## config.mk

```make
export PLATFORM = sky130hd
export DESIGN_NAME = axi4lite_arbiter_2x1_flat
export DESIGN_NICKNAME = d
export VERILOG_FILES = /design/src/rtl/axi4lite_if.sv /design/src/rtl/axi4lite_arbiter_2x1.sv /design/src/flat_wrapper.sv
export SDC_FILE = /design/constraint.sdc
export NUM_CORES = 1
export LEC_CHECK = 0
export ABC_AREA = 0
export BUFFER_PORTS_ARGS = -buffer_cell sky130_fd_sc_hd__buf_4
export CORE_AREA = 2 2 167 169
export DETAILED_ROUTE_END_ITERATION = 7
export DIE_AREA = 0 0 169 171
export SLEW_MARGIN = 20
export SYNTH_ARGS = -nofsm -noshare
export SYNTH_HDL_FRONTEND = slang
export SYNTH_SLANG_ARGS = --single-unit
export TNS_END_PERCENT = 1
```

## constraint.sdc

```tcl
create_clock -name A_CLK -period 5.7 [get_ports A_CLK]
set_input_delay 1.425 -clock A_CLK [delete_from_list [all_inputs] [get_ports A_CLK]]
set_output_delay 1.425 -clock A_CLK [all_outputs]
set_load 0.03 [all_outputs]
```

## src/rtl/axi4lite_if.sv

```systemverilog
// AXI4-Lite channel bundle shared by the arbiter's upstream and downstream ports.
// Only the handshake, address, data and response fields are carried.
`timescale 1ns/1ps
interface axi4lite_if #(
    parameter int unsigned AXI_ADDR_WIDTH = 32,
    parameter int unsigned AXI_DATA_WIDTH = 32
);
    logic                      AW_VALID;
    logic                      AW_READY;
    logic [AXI_ADDR_WIDTH-1:0] AW_ADDR;
    logic                      W_VALID;
    logic                      W_READY;
    logic [AXI_DATA_WIDTH-1:0] W_DATA;
    logic                      B_VALID;
    logic                      B_READY;
    logic [1:0]                B_RESP;
    logic                      AR_VALID;
    logic                      AR_READY;
    logic [AXI_ADDR_WIDTH-1:0] AR_ADDR;
    logic                      R_VALID;
    logic                      R_READY;
    logic [AXI_DATA_WIDTH-1:0] R_DATA;
    logic [1:0]                R_RESP;

    modport master (
        output AW_VALID, AW_ADDR, W_VALID, W_DATA, B_READY, AR_VALID, AR_ADDR, R_READY,
        input  AW_READY, W_READY, B_VALID, B_RESP, AR_READY, R_VALID, R_DATA, R_RESP
    );

    modport slave (
        input  AW_VALID, AW_ADDR, W_VALID, W_DATA, B_READY, AR_VALID, AR_ADDR, R_READY,
        output AW_READY, W_READY, B_VALID, B_RESP, AR_READY, R_VALID, R_DATA, R_RESP
    );
endinterface

```

## src/rtl/axi4lite_arbiter_2x1.sv

```systemverilog
// Two-master to one-slave AXI4-Lite arbiter: round-robin, one transaction in flight,
// channels forwarded combinationally between the granted master and the slave.
`timescale 1ns/1ps
module axi4lite_arbiter_2x1 #(
    parameter int unsigned AXI_ADDR_WIDTH = 32,
    parameter int unsigned AXI_DATA_WIDTH = 32
) (
    input  logic       A_CLK,
    input  logic       A_RSTn,
    axi4lite_if.slave  m0,
    axi4lite_if.slave  m1,
    axi4lite_if.master s
);

    typedef enum logic [2:0] {
        StIdle,
        StWr,
        StWrResp,
        StRd,
        StRdData
    } state_e;

    state_e state_q, state_d;
    logic   gnt_q, gnt_d;
    logic   last_q, last_d;
    logic   aw_done_q, aw_done_d;
    logic   w_done_q, w_done_d;
    logic   pick;

    // Request-side signals of the granted master
    logic                      g_aw_valid, g_w_valid, g_b_ready, g_ar_valid, g_r_ready;
    logic [AXI_ADDR_WIDTH-1:0] g_aw_addr, g_ar_addr;
    logic [AXI_DATA_WIDTH-1:0] g_w_data;

    // Response-side signals headed to the granted master
    logic                      u_aw_ready, u_w_ready, u_b_valid, u_ar_ready, u_r_valid;
    logic [1:0]                u_b_resp, u_r_resp;
    logic [AXI_DATA_WIDTH-1:0] u_r_data;

    logic aw_hs, w_hs, b_hs, ar_hs, r_hs;

    assign g_aw_valid = gnt_q ? m1.AW_VALID : m0.AW_VALID;
    assign g_aw_addr  = gnt_q ? m1.AW_ADDR  : m0.AW_ADDR;
    assign g_w_valid  = gnt_q ? m1.W_VALID  : m0.W_VALID;
    assign g_w_data   = gnt_q ? m1.W_DATA   : m0.W_DATA;
    assign g_b_ready  = gnt_q ? m1.B_READY  : m0.B_READY;
    assign g_ar_valid = gnt_q ? m1.AR_VALID : m0.AR_VALID;
    assign g_ar_addr  = gnt_q ? m1.AR_ADDR  : m0.AR_ADDR;
    assign g_r_ready  = gnt_q ? m1.R_READY  : m0.R_READY;

    always_comb begin
        s.AW_VALID = 1'b0;
        s.AW_ADDR  = '0;
        s.W_VALID  = 1'b0;
        s.W_DATA   = '0;
        s.B_READY  = 1'b0;
        s.AR_VALID = 1'b0;
        s.AR_ADDR  = '0;
        s.R_READY  = 1'b0;
        u_aw_ready = 1'b0;
        u_w_ready  = 1'b0;
        u_b_valid  = 1'b0;
        u_b_resp   = 2'b00;
        u_ar_ready = 1'b0;
        u_r_valid  = 1'b0;
        u_r_data   = '0;
        u_r_resp   = 2'b00;
        unique case (state_q)
            StWr: begin
                // Done flags mask a channel once its handshake has happened
                s.AW_VALID = g_aw_valid & ~aw_done_q;
                s.AW_ADDR  = g_aw_addr;
                u_aw_ready = s.AW_READY & ~aw_done_q;
                s.W_VALID  = g_w_valid & ~w_done_q;
                s.W_DATA   = g_w_data;
                u_w_ready  = s.W_READY & ~w_done_q;
            end
            StWrResp: begin
                s.B_READY = g_b_ready;
                u_b_valid = s.B_VALID;
                u_b_resp  = s.B_RESP;
            end
            StRd: begin
                s.AR_VALID = g_ar_valid;
                s.AR_ADDR  = g_ar_addr;
                u_ar_ready = s.AR_READY;
            end
            StRdData: begin
                s.R_READY = g_r_ready;
                u_r_valid = s.R_VALID;
                u_r_data  = s.R_DATA;
                u_r_resp  = s.R_RESP;
            end
            default: ;
        endcase
    end

    assign m0.AW_READY = ~gnt_q & u_aw_ready;
    assign m0.W_READY  = ~gnt_q & u_w_ready;
    assign m0.B_VALID  = ~gnt_q & u_b_valid;
    assign m0.B_RESP   = gnt_q ? 2'b00 : u_b_resp;
    assign m0.AR_READY = ~gnt_q & u_ar_ready;
    assign m0.R_VALID  = ~gnt_q & u_r_valid;
    assign m0.R_DATA   = gnt_q ? '0 : u_r_data;
    assign m0.R_RESP   = gnt_q ? 2'b00 : u_r_resp;

    assign m1.AW_READY = gnt_q & u_aw_ready;
    assign m1.W_READY  = gnt_q & u_w_ready;
    assign m1.B_VALID  = gnt_q & u_b_valid;
    assign m1.B_RESP   = gnt_q ? u_b_resp : 2'b00;
    assign m1.AR_READY = gnt_q & u_ar_ready;
    assign m1.R_VALID  = gnt_q & u_r_valid;
    assign m1.R_DATA   = gnt_q ? u_r_data : '0;
    assign m1.R_RESP   = gnt_q ? u_r_resp : 2'b00;

    assign aw_hs = s.AW_VALID & s.AW_READY;
    assign w_hs  = s.W_VALID & s.W_READY;
    assign b_hs  = s.B_VALID & s.B_READY;
    assign ar_hs = s.AR_VALID & s.AR_READY;
    assign r_hs  = s.R_VALID & s.R_READY;

    always_comb begin
        state_d   = state_q;
        gnt_d     = gnt_q;
        last_d    = last_q;
        aw_done_d = aw_done_q;
        w_done_d  = w_done_q;
        pick      = 1'b0;
        unique case (state_q)
            StIdle: begin
                if (m0.AW_VALID | m0.AR_VALID | m1.AW_VALID | m1.AR_VALID) begin
                    if ((m0.AW_VALID | m0.AR_VALID) && (m1.AW_VALID | m1.AR_VALID)) begin
                        pick = ~last_q;
                    end else begin
                        pick = m1.AW_VALID | m1.AR_VALID;
                    end
                    gnt_d   = pick;
                    // A write is served ahead of a simultaneous read from the same master
                    state_d = (pick ? m1.AW_VALID : m0.AW_VALID) ? StWr : StRd;
                end
            end
            StWr: begin
                aw_done_d = aw_done_q | aw_hs;
                w_done_d  = w_done_q | w_hs;
                if (aw_done_d && w_done_d) begin
                    state_d   = StWrResp;
                    aw_done_d = 1'b0;
                    w_done_d  = 1'b0;
                end
            end
            StWrResp: begin
                if (b_hs) begin
                    last_d  = gnt_q;
                    state_d = StIdle;
                end
            end
            StRd: begin
                if (ar_hs) begin
                    state_d = StRdData;
                end
            end
            StRdData: begin
                if (r_hs) begin
                    last_d  = gnt_q;
                    state_d = StIdle;
                end
            end
            default: state_d = StIdle;
        endcase
    end

    always_ff @(posedge A_CLK or negedge A_RSTn) begin
        if (!A_RSTn) begin
            state_q   <= StIdle;
            gnt_q     <= 1'b0;
            last_q    <= 1'b1;
            aw_done_q <= 1'b0;
            w_done_q  <= 1'b0;
        end else begin
            state_q   <= state_d;
            gnt_q     <= gnt_d;
            last_q    <= last_d;
            aw_done_q <= aw_done_d;
            w_done_q  <= w_done_d;
        end
    end

endmodule
```

## src/flat_wrapper.sv

```systemverilog
// flat-port wrapper written by rule: the top's interface ports become plain ports
module axi4lite_arbiter_2x1_flat 
#(
    parameter int unsigned AXI_ADDR_WIDTH = 32,
    parameter int unsigned AXI_DATA_WIDTH = 32
)
  (A_CLK, A_RSTn, m0_AW_VALID, m0_AW_ADDR, m0_W_VALID, m0_W_DATA, m0_B_READY, m0_AR_VALID, m0_AR_ADDR, m0_R_READY, m0_AW_READY, m0_W_READY, m0_B_VALID, m0_B_RESP, m0_AR_READY, m0_R_VALID, m0_R_DATA, m0_R_RESP, m1_AW_VALID, m1_AW_ADDR, m1_W_VALID, m1_W_DATA, m1_B_READY, m1_AR_VALID, m1_AR_ADDR, m1_R_READY, m1_AW_READY, m1_W_READY, m1_B_VALID, m1_B_RESP, m1_AR_READY, m1_R_VALID, m1_R_DATA, m1_R_RESP, s_AW_VALID, s_AW_ADDR, s_W_VALID, s_W_DATA, s_B_READY, s_AR_VALID, s_AR_ADDR, s_R_READY, s_AW_READY, s_W_READY, s_B_VALID, s_B_RESP, s_AR_READY, s_R_VALID, s_R_DATA, s_R_RESP);
  axi4lite_if #(.AXI_ADDR_WIDTH(AXI_ADDR_WIDTH), .AXI_DATA_WIDTH(AXI_DATA_WIDTH)) m0_i ();
  axi4lite_if #(.AXI_ADDR_WIDTH(AXI_ADDR_WIDTH), .AXI_DATA_WIDTH(AXI_DATA_WIDTH)) m1_i ();
  axi4lite_if #(.AXI_ADDR_WIDTH(AXI_ADDR_WIDTH), .AXI_DATA_WIDTH(AXI_DATA_WIDTH)) s_i ();
  input  logic A_CLK;
  input  logic A_RSTn;
  input wire logic [$bits(m0_i.AW_VALID)-1:0] m0_AW_VALID;
  input wire logic [$bits(m0_i.AW_ADDR)-1:0] m0_AW_ADDR;
  input wire logic [$bits(m0_i.W_VALID)-1:0] m0_W_VALID;
  input wire logic [$bits(m0_i.W_DATA)-1:0] m0_W_DATA;
  input wire logic [$bits(m0_i.B_READY)-1:0] m0_B_READY;
  input wire logic [$bits(m0_i.AR_VALID)-1:0] m0_AR_VALID;
  input wire logic [$bits(m0_i.AR_ADDR)-1:0] m0_AR_ADDR;
  input wire logic [$bits(m0_i.R_READY)-1:0] m0_R_READY;
  output wire logic [$bits(m0_i.AW_READY)-1:0] m0_AW_READY;
  output wire logic [$bits(m0_i.W_READY)-1:0] m0_W_READY;
  output wire logic [$bits(m0_i.B_VALID)-1:0] m0_B_VALID;
  output wire logic [$bits(m0_i.B_RESP)-1:0] m0_B_RESP;
  output wire logic [$bits(m0_i.AR_READY)-1:0] m0_AR_READY;
  output wire logic [$bits(m0_i.R_VALID)-1:0] m0_R_VALID;
  output wire logic [$bits(m0_i.R_DATA)-1:0] m0_R_DATA;
  output wire logic [$bits(m0_i.R_RESP)-1:0] m0_R_RESP;
  input wire logic [$bits(m1_i.AW_VALID)-1:0] m1_AW_VALID;
  input wire logic [$bits(m1_i.AW_ADDR)-1:0] m1_AW_ADDR;
  input wire logic [$bits(m1_i.W_VALID)-1:0] m1_W_VALID;
  input wire logic [$bits(m1_i.W_DATA)-1:0] m1_W_DATA;
  input wire logic [$bits(m1_i.B_READY)-1:0] m1_B_READY;
  input wire logic [$bits(m1_i.AR_VALID)-1:0] m1_AR_VALID;
  input wire logic [$bits(m1_i.AR_ADDR)-1:0] m1_AR_ADDR;
  input wire logic [$bits(m1_i.R_READY)-1:0] m1_R_READY;
  output wire logic [$bits(m1_i.AW_READY)-1:0] m1_AW_READY;
  output wire logic [$bits(m1_i.W_READY)-1:0] m1_W_READY;
  output wire logic [$bits(m1_i.B_VALID)-1:0] m1_B_VALID;
  output wire logic [$bits(m1_i.B_RESP)-1:0] m1_B_RESP;
  output wire logic [$bits(m1_i.AR_READY)-1:0] m1_AR_READY;
  output wire logic [$bits(m1_i.R_VALID)-1:0] m1_R_VALID;
  output wire logic [$bits(m1_i.R_DATA)-1:0] m1_R_DATA;
  output wire logic [$bits(m1_i.R_RESP)-1:0] m1_R_RESP;
  output wire logic [$bits(s_i.AW_VALID)-1:0] s_AW_VALID;
  output wire logic [$bits(s_i.AW_ADDR)-1:0] s_AW_ADDR;
  output wire logic [$bits(s_i.W_VALID)-1:0] s_W_VALID;
  output wire logic [$bits(s_i.W_DATA)-1:0] s_W_DATA;
  output wire logic [$bits(s_i.B_READY)-1:0] s_B_READY;
  output wire logic [$bits(s_i.AR_VALID)-1:0] s_AR_VALID;
  output wire logic [$bits(s_i.AR_ADDR)-1:0] s_AR_ADDR;
  output wire logic [$bits(s_i.R_READY)-1:0] s_R_READY;
  input wire logic [$bits(s_i.AW_READY)-1:0] s_AW_READY;
  input wire logic [$bits(s_i.W_READY)-1:0] s_W_READY;
  input wire logic [$bits(s_i.B_VALID)-1:0] s_B_VALID;
  input wire logic [$bits(s_i.B_RESP)-1:0] s_B_RESP;
  input wire logic [$bits(s_i.AR_READY)-1:0] s_AR_READY;
  input wire logic [$bits(s_i.R_VALID)-1:0] s_R_VALID;
  input wire logic [$bits(s_i.R_DATA)-1:0] s_R_DATA;
  input wire logic [$bits(s_i.R_RESP)-1:0] s_R_RESP;
  assign m0_i.AW_VALID = m0_AW_VALID;
  assign m0_i.AW_ADDR = m0_AW_ADDR;
  assign m0_i.W_VALID = m0_W_VALID;
  assign m0_i.W_DATA = m0_W_DATA;
  assign m0_i.B_READY = m0_B_READY;
  assign m0_i.AR_VALID = m0_AR_VALID;
  assign m0_i.AR_ADDR = m0_AR_ADDR;
  assign m0_i.R_READY = m0_R_READY;
  assign m0_AW_READY = m0_i.AW_READY;
  assign m0_W_READY = m0_i.W_READY;
  assign m0_B_VALID = m0_i.B_VALID;
  assign m0_B_RESP = m0_i.B_RESP;
  assign m0_AR_READY = m0_i.AR_READY;
  assign m0_R_VALID = m0_i.R_VALID;
  assign m0_R_DATA = m0_i.R_DATA;
  assign m0_R_RESP = m0_i.R_RESP;
  assign m1_i.AW_VALID = m1_AW_VALID;
  assign m1_i.AW_ADDR = m1_AW_ADDR;
  assign m1_i.W_VALID = m1_W_VALID;
  assign m1_i.W_DATA = m1_W_DATA;
  assign m1_i.B_READY = m1_B_READY;
  assign m1_i.AR_VALID = m1_AR_VALID;
  assign m1_i.AR_ADDR = m1_AR_ADDR;
  assign m1_i.R_READY = m1_R_READY;
  assign m1_AW_READY = m1_i.AW_READY;
  assign m1_W_READY = m1_i.W_READY;
  assign m1_B_VALID = m1_i.B_VALID;
  assign m1_B_RESP = m1_i.B_RESP;
  assign m1_AR_READY = m1_i.AR_READY;
  assign m1_R_VALID = m1_i.R_VALID;
  assign m1_R_DATA = m1_i.R_DATA;
  assign m1_R_RESP = m1_i.R_RESP;
  assign s_AW_VALID = s_i.AW_VALID;
  assign s_AW_ADDR = s_i.AW_ADDR;
  assign s_W_VALID = s_i.W_VALID;
  assign s_W_DATA = s_i.W_DATA;
  assign s_B_READY = s_i.B_READY;
  assign s_AR_VALID = s_i.AR_VALID;
  assign s_AR_ADDR = s_i.AR_ADDR;
  assign s_R_READY = s_i.R_READY;
  assign s_i.AW_READY = s_AW_READY;
  assign s_i.W_READY = s_W_READY;
  assign s_i.B_VALID = s_B_VALID;
  assign s_i.B_RESP = s_B_RESP;
  assign s_i.AR_READY = s_AR_READY;
  assign s_i.R_VALID = s_R_VALID;
  assign s_i.R_DATA = s_R_DATA;
  assign s_i.R_RESP = s_R_RESP;
  axi4lite_arbiter_2x1 #(.AXI_ADDR_WIDTH(AXI_ADDR_WIDTH), .AXI_DATA_WIDTH(AXI_DATA_WIDTH)) u_core (.A_CLK(A_CLK), .A_RSTn(A_RSTn), .m0(m0_i), .m1(m1_i), .s(s_i));
endmodule
```

==> impl_metrics.tcl <==
set metrics [dict create \
    status "finished clean" \
    start_util_pct 9.31 \
    grt_start_max_net_pins 69 \
    wl_per_cell_um 13.4 \
    power.density_nw_per_um2 354 \
    regToRegEndpoint "u_core.last_q$_DFFE_PN1P_" \
    gp_congestion 0.745 \
    antenna_found_initial 0 \
    switching_power_mw 1.23 \
    seqPwrFrac_pct 9.1 \
    regToRegSetupSlack_ns 3.19 \
    synth_seq_cells 7 \
    worst_ep_arrival_time_ns 2.65 \
    drive_above_1_share_pct 57.5 \
    synthCells 372 \
    synth_xor_xnor_area_share_pct 0.344 \
    ant_nets 0 \
    overflow 0 \
    endpoint "m1_R_DATA[3]" \
    startpoint "u_core.gnt_q$_DFFE_PN0P_" \
    finalHoldViolCount 0 \
    hold_buffers 0 \
    worstSetupStartpointType "register" \
    finalSetupViolations 0 \
    drc 0 \
    grt_pass1_wl_um 20700 \
    die_width_um 169 \
    worst_pin_slew_ns 0.912 \
    ys_warn_count 0 \
    worstHoldPathType "register to register" \
    p_leak_nw 3.49 \
    cts_root_buffer "clkbuf_16" \
    endpoint_kind "primary output" \
    fin_worst_skew_ns 0.00472 \
    synth_compound_area_share_pct 3.93 \
    reg2reg_from "u_core.gnt_q$_DFFE_PN0P_" \
    die_h_um 171 \
    firstDrtPassIters 4 \
    relSlewSlack_pct 39.2 \
    vdd_drop_max_mv 0.176 \
    place_inst 1116 \
    setup_ws_ns 1.62 \
    slew_viol_final 0 \
    nets 1020 \
    cts_resized 0 \
    ys_seq_area_share_pct 6.93 \
    synth.distinct_cells 36 \
    dp_hpwl_um 12700 \
    via_count 4030 \
    pre_cts_ws_ns 1.87 \
    row_count 61 \
    worstPathMaxFanout 53 \
    reg2reg_depth 6 \
    clock_path_buffers 2 \
    core_area_sq_um 27300 \
    fill_cells 3037 \
    avgViaCountPerCell 3.60 \
    dieArea_sq_um 28900 \
    final_cell_mix "429 x buf_4, 110 x nor2_1, 99 x mux2i_1" \
    p_int_mw 0.942 \
    cp.required_ns 4.28 \
    numPortBuffers 427 \
    synth-simple-area-share_pct 41.7 \
    drtIter0Drc 118 \
    final_cells 1120 \
    syn_nets 617 \
    power_frac_comb_pct 85.2 \
    period_minus_slack_ns 4.08 \
    grt_usage_pct 9.02 \
    synth_top_family_by_area "simple AND/OR/NAND/NOR gates" \
    clkTransAtPathRegs_ns 0.04 \
    max_cap_violations 0 \
    syn2layout_area_growth_pct 141 \
    grt_pass1_vias 3747 \
    rsz0062_at_grt "no" \
    fmax_ghz 0.245 \
    cts_tree "yes" \
    clk_latency_ns 0.24 \
    wl_um 15100 \
    diodes 0 \
    min_period_over_period_pct 71.6 \
    io_pins 428 \
    cts_setup_buffers 0 \
    syn_avg_cell_area_sq_um 6.84 \
    htreeDepth 1 \
    cts_buffers 3 \
    swShare_pct 56.7 \
    synth_fa_ha_area_share_pct 0 \
    synthMuxAreaShare_pct 40.4 \
    path_class "register to primary output" \
    final_common_cell "buf_4" \
    syn_area_sq_um 2540 \
    tns_ns 0 \
    p_clk_share_pct 5.7 \
    clock_sinks 7 \
]
==> power groups by stage <==
stage	registers (mW)	logic [mW]	clock network [mW]
after detailed placement	0.199	1.87	0
after global routing	0.207	1.97	0.128
after CTS	0.199	1.87	0.125
after global placement	0.196	1.86	0
after floorplan	0.0863	1.31	0
final	0.199	1.85	0.124
==> routing by layer <==
| metal | wire length (um) | track usage (%) |
|---|---|---|
| met1 | 6110 | 11.3 |
| met3 | 1090 | 1.27 |
| met5 | 0 | 0 |
| met2 | 7740 | 16.4 |
| met4 | 121 | 1.78 |
==> worst max-delay path: stages, from the launching register on <==
cell     delay, ns
dfrtp_4       0.95
inv_1         0.46
nor2_4        0.59
and2_1        0.22
buf_4         0.16
==> cells in the mapped netlist <==
cell type  count  area, sq um
nor2_1       110          413
mux2i_1       99          991
and2_1        73          457
buf_2         15         75.1
clkbuf_1      12         45.0
and3_1        10         62.6
dfrtp_1        6          150
a21oi_1        4         20.0
buf_4          3         22.5
inv_1          3         11.3
nand2_1        3         11.3
nor3_1         3         15.0
o21ai_0        3         15.0
a31oi_1        2         12.5
mux2_2         2         22.5
nand2b_1       2         12.5
nor2_4         2         22.5
nor2b_1        2         12.5
a22o_1         1         8.76
a311oi_1       1         8.76
buf_1          1         3.75
buf_6          1         11.3
dfstp_2        1         26.3
mux2_4         1         15.0
nand3_1        1         5.00
nand3b_1       1         7.51
nor3_2         1         10.0
nor3b_1        1         7.51
o21a_1         1         7.51
o22ai_1        1         6.26
o22ai_2        1         12.5
o2bb2ai_1      1         8.76
or3_1          1         6.26
or3b_1         1         8.76
or3b_4         1         11.3
xnor2_1        1         8.76
==> worst min path at each step <==
| stage | slack, ns | start | endpoint | cells after the start |
|---|---|---|---|---|
| after floorplan | 0.50 | u_core.aw_done_q$_DFFE_PN0P_ | u_core.aw_done_q$_DFFE_PN0P_ | 2 |
| after global placement | 0.52 | u_core.aw_done_q$_DFFE_PN0P_ | u_core.aw_done_q$_DFFE_PN0P_ | 2 |
| after detailed placement | 0.54 | u_core.aw_done_q$_DFFE_PN0P_ | u_core.aw_done_q$_DFFE_PN0P_ | 2 |
| after CTS | 0.54 | u_core.aw_done_q$_DFFE_PN0P_ | u_core.aw_done_q$_DFFE_PN0P_ | 2 |
| after global routing | 0.57 | u_core.aw_done_q$_DFFE_PN0P_ | u_core.aw_done_q$_DFFE_PN0P_ | 2 |
| final | 0.54 | u_core.aw_done_q$_DFFE_PN0P_ | u_core.aw_done_q$_DFFE_PN0P_ | 2 |
==> layout make-up <==
type / instances / area, sq um / share of cell area [%]
clock buffer: 3 / 75.1 / 1.22
clock inverter: 1 / 5.00 / 0.0814
inverter: 3 / 11.3 / 0.183
multi-input combinational: 330 / 2200 / 35.8
sequential: 7 / 180 / 2.93
tap: 346 / 433 / 7.05
timing repair buffer: 430 / 3240 / 52.7
==> registers in the layout, indices dropped and copies added, names as in the netlist <==
name              count
u_core.aw_done_q      1
u_core.gnt_q          1
u_core.last_q         1
u_core.state_q        3
u_core.w_done_q       1
==> cell families (layout without fill, tap and decap cells) <==
family | count (synthesis) | count (layout)
and+or+nand+nor | 212 | 212
muxes | 102 | 102
buffers and inverters | 35 | 437
AOI/OAI and AO/OA | 15 | 15
DFF | 7 | 7
xor gates and xnor gates | 1 | 1
==> stage by stage <==
step / power [mW] / util (%) / cell area, sq um / hold slack [ns]
final: 2.18 / 22.5 / 6140 / 0.537
after detailed placement: 2.06 / 22.2 / 6060 / 0.537
after global routing: 2.30 / 22.5 / 6140 / 0.571
after floorplan: 1.40 / - / 2540 / 0.501
after global placement: 2.06 / 22.2 / 6060 / 0.517
after CTS: 2.20 / 22.5 / 6140 / 0.543
No activity file was read; power rests on OpenSTA's default activity.
